<file path="src/rtl/fetch_queue_pkg.sv">
// Shared constants and types for the instruction fetch queue.
// NOP encoding, fetch access size, data region base, queue entry layout.
package fetch_queue_pkg;

    localparam logic [31:0] NOP_INSTR     = 32'h0000_0033;
    localparam logic [2:0]  FUNCT3_LW     = 3'b010;
    localparam int unsigned DATA_BASE_DEF = 200;

    typedef struct packed {
        logic [31:0] instr;
        logic [31:0] pc;
    } fq_entry_t;

    typedef enum logic [1:0] {
        ARB_IDLE,
        ARB_DATA,
        ARB_FETCH
    } arb_e;

endpackage

</file>
<file path="src/rtl/fetch_queue_fifo.sv">
// fq_fifo: synchronous FIFO with push, pop, flush and occupancy count.
// Ports: clk, rst (async high), push/wdata, pop/rdata, flush, count.
module fq_fifo #(
    parameter int DEPTH = 4,
    parameter int WIDTH = 64,
    localparam int PW = $clog2(DEPTH),
    localparam int CW = PW + 1
) (
    input  logic             clk,
    input  logic             rst,
    input  logic             push,
    input  logic [WIDTH-1:0] wdata,
    input  logic             pop,
    input  logic             flush,
    output logic [WIDTH-1:0] rdata,
    output logic [CW-1:0]    count
);

    logic [WIDTH-1:0] mem_q [DEPTH];
    logic [PW-1:0]    wr_q, wr_d;
    logic [PW-1:0]    rd_q, rd_d;
    logic [CW-1:0]    cnt_q, cnt_d;
    logic             do_pop, do_push;

    // Pop of an empty FIFO is ignored; a push into a full FIFO is only
    // accepted when the head leaves in the same cycle.
    assign do_pop  = pop && (cnt_q != '0);
    assign do_push = push && ((cnt_q != CW'(DEPTH)) || do_pop);

    always_comb begin
        wr_d  = wr_q;
        rd_d  = rd_q;
        cnt_d = cnt_q;
        if (flush) begin
            wr_d  = '0;
            rd_d  = '0;
            cnt_d = '0;
        end else begin
            if (do_push) wr_d = wr_q + PW'(1);
            if (do_pop)  rd_d = rd_q + PW'(1);
            cnt_d = cnt_q + CW'(do_push) - CW'(do_pop);
        end
    end

    always_ff @(posedge clk or posedge rst) begin
        if (rst) begin
            wr_q  <= '0;
            rd_q  <= '0;
            cnt_q <= '0;
        end else begin
            wr_q  <= wr_d;
            rd_q  <= rd_d;
            cnt_q <= cnt_d;
        end
    end

    always_ff @(posedge clk) begin
        if (do_push && !flush) mem_q[wr_q] <= wdata;
    end

    assign rdata = mem_q[rd_q];
    assign count = cnt_q;

endmodule

</file>
<file path="src/rtl/fetch_queue.sv">
// fetch_queue: owns fetch PC and the shared memory port, prefetches into
// a FIFO feeding IF/ID. Ports: redirect*, instr_*, d_* (MEM stage), mem_*.
// Optional FQ_BYPASS_EN: empty-queue fetch shown at the head same cycle.
module fetch_queue
    import fetch_queue_pkg::*;
#(
    parameter int          DEPTH     = 4,
    parameter int          ADDR_W    = 8,
    parameter int          DATA_BASE = DATA_BASE_DEF,
    parameter logic [31:0] RESET_PC  = 32'h0
) (
    input  logic        clk,
    input  logic        rst,
    input  logic        redirect,
    input  logic [31:0] redirect_pc,
    input  logic        instr_pop,
    output logic        instr_valid,
    output logic [31:0] instr,
    output logic [31:0] instr_pc,
    output logic [31:0] instr_pc4,
    input  logic        d_read,
    input  logic        d_write,
    input  logic [2:0]  d_funct3,
    input  logic [31:0] d_addr,
    input  logic [31:0] d_wdata,
    output logic [31:0] d_rdata,
    output logic        mem_read,
    output logic        mem_write,
    output logic [2:0]  mem_funct3,
    output logic [31:0] mem_addr,
    output logic [31:0] mem_wdata,
    input  logic [31:0] mem_rdata
);

    localparam int CW = $clog2(DEPTH) + 1;

    logic [31:0]   fetch_pc_q, fetch_pc_d;
    logic [CW-1:0] count;
    fq_entry_t     head, push_ent;
    logic          space, push, head_vld;
    arb_e          arb;

    // A full queue can still accept a fetch if the head leaves this cycle.
    assign space = (count != CW'(DEPTH)) || instr_pop;

    always_comb begin
        arb = ARB_IDLE;
        if (d_read || d_write)        arb = ARB_DATA;
        else if (!redirect && space)  arb = ARB_FETCH;
    end

    always_comb begin
        mem_read   = 1'b0;
        mem_write  = 1'b0;
        mem_funct3 = FUNCT3_LW;
        mem_addr   = '0;
        mem_wdata  = '0;
        d_rdata    = '0;
        unique case (arb)
            ARB_DATA: begin
                // Read+write together is a write; load data stays 0.
                mem_read   = d_read && !d_write;
                mem_write  = d_write;
                mem_funct3 = d_funct3;
                mem_addr   = 32'(d_addr[ADDR_W-1:0]) + 32'(DATA_BASE);
                mem_wdata  = d_wdata;
                if (d_read && !d_write) d_rdata = mem_rdata;
            end
            ARB_FETCH: begin
                mem_read = 1'b1;
                mem_addr = 32'(fetch_pc_q[ADDR_W-1:0]);
            end
            default: ;
        endcase
        // Strobes drop with reset so a store in flight is discarded.
        if (rst) begin
            mem_read  = 1'b0;
            mem_write = 1'b0;
            d_rdata   = '0;
        end
    end

    always_comb begin
        fetch_pc_d = fetch_pc_q;
        if (redirect)               fetch_pc_d = redirect_pc;
        else if (arb == ARB_FETCH)  fetch_pc_d = fetch_pc_q + 32'd4;
    end

    always_ff @(posedge clk or posedge rst) begin
        if (rst) fetch_pc_q <= RESET_PC;
        else     fetch_pc_q <= fetch_pc_d;
    end

    assign push_ent = '{instr: mem_rdata, pc: fetch_pc_q};

`ifdef FQ_BYPASS_EN
    logic byp;
    fq_entry_t fifo_head;
    assign byp  = (arb == ARB_FETCH) && (count == '0);
    // A bypassed word consumed immediately never enters the queue.
    assign push = (arb == ARB_FETCH) && !(byp && instr_pop);
    assign head = byp ? push_ent : fifo_head;
    assign head_vld = (count != '0) || byp;
`else
    fq_entry_t fifo_head;
    assign push = (arb == ARB_FETCH);
    assign head = fifo_head;
    assign head_vld = (count != '0);
`endif

    fq_fifo #(
        .DEPTH (DEPTH),
        .WIDTH ($bits(fq_entry_t))
    ) u_fifo (
        .clk   (clk),
        .rst   (rst),
        .push  (push),
        .wdata (push_ent),
        .pop   (instr_pop),
        .flush (redirect),
        .rdata (fifo_head),
        .count (count)
    );

    assign instr_valid = head_vld;
    assign instr       = head_vld ? head.instr : NOP_INSTR;
    assign instr_pc    = head_vld ? head.pc : 32'h0;
    assign instr_pc4   = instr_pc + 32'd4;

endmodule
</file>
<file path="config.mk">
export PLATFORM = sky130hd
export DESIGN_NAME = fetch_queue
export DESIGN_NICKNAME = d
export VERILOG_FILES = /design/src/rtl/fetch_queue_pkg.sv /design/src/rtl/fetch_queue_fifo.sv /design/src/rtl/fetch_queue.sv
export SDC_FILE = /design/constraint.sdc
export NUM_CORES = 1
export LEC_CHECK = 0
export ABC_AREA = 1
export CAP_MARGIN = 20
export CORE_UTILIZATION = 45
export CTS_CLUSTER_SIZE = 40
export DETAILED_ROUTE_END_ITERATION = 10
export GPL_ROUTABILITY_DRIVEN = 0
export PLACE_DENSITY = 0.73
export SLEW_MARGIN = 0
export SYNTH_ARGS = -nofsm -noshare
export SYNTH_HDL_FRONTEND = slang
export SYNTH_SLANG_ARGS = --single-unit
</file>
<file path="constraint.sdc">
create_clock -name clk -period 8.95 [get_ports clk]
set_input_delay 1.3425 -clock clk [delete_from_list [all_inputs] [get_ports clk]]
set_output_delay 1.3425 -clock clk [all_outputs]
set_load 0.01 [all_outputs]
</file>
==> results.json <==
{
  "relSlewSlack": 0.307,
  "r2r-start": "u_fifo.count[1]",
  "critPathLaunchType": "register",
  "worstRegToRegCells": 8,
  "grt_pass1_wl_mm": 60.4,
  "endpoint": "instr_pc4[18]",
  "vias": 12200,
  "worstPathArrival_ns": 4.42,
  "slew_viol_final": 0,
  "synth.top_cell.area_share": 0.516,
  "cap_viol_max_count": 0,
  "path_class": "reg -> out",
  "die_area_mm2": 0.0338,
  "peakVddDrop_mv": 0.153,
  "start_util": 0.458,
  "skew_ns": 0.0101,
  "status": "finished clean",
  "grt_use_total": 0.229,
  "min_path_type": "reg -> reg",
  "crit_required_ns": 7.61,
  "cts_tree": "built",
  "syn_area_per_cell_um2": 8.88,
  "fillers": 2787,
  "yosysSeqAreaShare": 0.582,
  "utilization": 0.583,
  "clk_path_buf_depth": 3,
  "period_needed_ns": 5.76,
  "cts.sinks": 295,
  "path_clk_slew_ns": 0.07,
  "end_kind": "output port",
  "cts_buffers": 28,
  "drive_gt1_frac": 0.0614,
  "cp_max_fo": 72,
  "die_w_um": 184,
  "drc_errors": 0,
  "grt_pass1_vias": 11500,
  "synth_cell_type_count": 40,
  "seq_area_mm2": 0.00867,
  "insertion_delay_ns": 0.54,
  "firstDrtPassIters": 5,
  "async_reset_ff_frac": 0.132,
  "grt_max_degree": 83,
  "cts_max_level": 1,
  "antenna_cells": 0,
  "hold_viol": 0,
  "yosys.area.top_type": "edfxtp_1",
  "io_buffers": 287,
  "fin_nets": 2078,
  "clock-root-buffer": "clkbuf_16",
  "post_drt_wl_per_cell_um": 16.4,
  "synth_area_leaders": "edfxtp_1, nand2_1, nor2_1",
  "worst_r2r_endpoint": "u_fifo.mem_q[3][57]",
  "die_y_um": 184,
  "post_cts_buffers": 0,
  "final_antenna_net_count": 0,
  "fin_tns_setup_ns": 0,
  "multiInputGateArea_mm2": 0.00514,
  "setup_viol": 0,
  "crit_start": "u_fifo.rd_q[0]",
  "rsz0062_at_grt": "no",
  "area_growth_pct": 27.3,
  "holdBufCountCts": 0,
  "synth.most_common_cell": "nand2_1",
  "stdcell_count": 2395,
  "netlist_area_mm2": 0.0149,
  "antenna_found_initial": 0,
  "rows": 66,
  "grt.overflow.total": 0,
  "totalWireLength_mm": 39.2,
  "core_mm2": 0.0325,
  "fmax_mhz": 174,
  "io_pins": 335,
  "syn_inst": 1678,
  "cts_resized": 0,
  "yosysWarnings": 0,
  "synth_seq_cells": 295,
  "first_iter_violations": 923,
  "dp_cells": 2342,
  "total_leakage_power_nw": 7.51,
  "viasPerCell": 5.11,
  "synth_flop_cell": "edfxtp_1",
  "r2r_setup_slack_ns": 5.43,
  "power_density_mw_per_mm2": 258,
  "timing.final.crit_share": 0.644,
  "synth_common_cells": "nand2_1, nor2_1, edfxtp_1, inv_1, o21ai_0",
  "worstMarginPinSlew_ns": 1.04,
  "synth-edff-count": 256,
  "dp_hpwl_mm": 25.8
}
## how the worst min path moves through the flow
stage,startpoint,to,slack (ns),cells past startpoint
floorplan,fetch_pc_q[0],u_fifo.mem_q[0][0],0.48,0
global placement,fetch_pc_q[0],u_fifo.mem_q[1][0],0.51,0
detailed placement,fetch_pc_q[1],u_fifo.mem_q[0][1],0.53,0
CTS,fetch_pc_q[1],u_fifo.mem_q[1][1],0.53,0
global route,fetch_pc_q[0],u_fifo.mem_q[1][0],0.56,0
finish,fetch_pc_q[0],u_fifo.mem_q[0][0],0.54,0
## critical path, stage by stage, from the launching register on
cell	delay, ns
dfrtp_4	0.91
buf_4	0.72
nand2_1	0.10
nand3_1	0.11
nand3_1	0.23
inv_1	0.25
ha_1	0.27
nand3_2	0.21
nor2_2	0.26
nand2_1	0.09
xor2_1	0.13
clkdlybuf4s50_1	0.55
## stage by stage
step | cell area, um^2 | total power, W | worst slack, ns | hold WS (ns)
2_1_floorplan | 15000 | 0.00275 | 3.61 | 0.476
3_3_place_gp | 18000 | 0.00364 | 3.28 | 0.511
3_5_place_dp | 18000 | 0.00367 | 3.22 | 0.526
4_1_cts | 18900 | 0.00492 | 3.21 | 0.535
5_1_grt | 19000 | 0.00516 | 2.88 | 0.556
6_report | 19000 | 0.00490 | 3.19 | 0.538
## registers in the layout (all words and copies together) (netlist names)
name and count:
u_fifo.rd_q 2, u_fifo.mem_q 256, u_fifo.count 3, fetch_pc_q 32, u_fifo.wr_q 2
## layout by cell type, fill, tap and decap left out, types with 6 or more instances in the layout
cell type / instances
nand2_1: 411
nor2_1: 317
clkdlybuf4s50_1: 287
edfxtp_1: 256
inv_1: 153
o21ai_0: 112
nand3_1: 107
a21oi_1: 43
dfrtp_1: 37
clkbuf_16: 29
conb_1: 23
nor2_2: 21
xor2_1: 16
nand4_1: 15
buf_4: 15
nor3_1: 12
nor2_4: 11
clkinv_2: 10
ha_1: 9
o22ai_1: 8
nand2_2: 7
inv_2: 6
## report_power, final
part | internal (W) | leakage, nW | total [W] | switching [W]
logic | 0.000837 | 4.23 | 0.00198 | 0.00114
registers | 0.00157 | 2.78 | 0.00166 | 0.0000943
clock network | 0.000754 | 0.500 | 0.00126 | 0.000505
total | 0.00316 | 7.51 | 0.00490 | 0.00174
## layout make-up
cell class,instances,area share
Clock buffer,33,0.0401
Clock inverter,19,0.0123
Inverter,160,0.0318
Multi-Input combinational cell,1143,0.271
Sequential cell,295,0.457
Tap cell,442,0.0292
Timing Repair Buffer,303,0.158
## kinds of logic (layout without fill, tap and decap cells)
group / after synthesis / after routing / share of synthesized area
AOI/OAI and AO/OA: 182 / 182 / 0.0651
DFF: 295 / 295 / 0.582
adders and majority gates: 10 / 10 / 0.00890
buffers and inverters: 262 / 515 / 0.0808
and+or+nand+nor: 911 / 911 / 0.253
other: 1 / 23 / 0.000252
xor gates and xnor gates: 17 / 17 / 0.00999
## metal layers
layer  routed length (um)  track usage  share of wire  vias up
li1                     -            -              -     5942
met1                16300        0.292           0.41     5732
met2                19400        0.405           0.49      498
met3                 2660       0.0309          0.068       63
met4                  878       0.0633          0.022        0
met5                    0            0              0        -
Note: power is estimated with default switching activity, not from simulation.
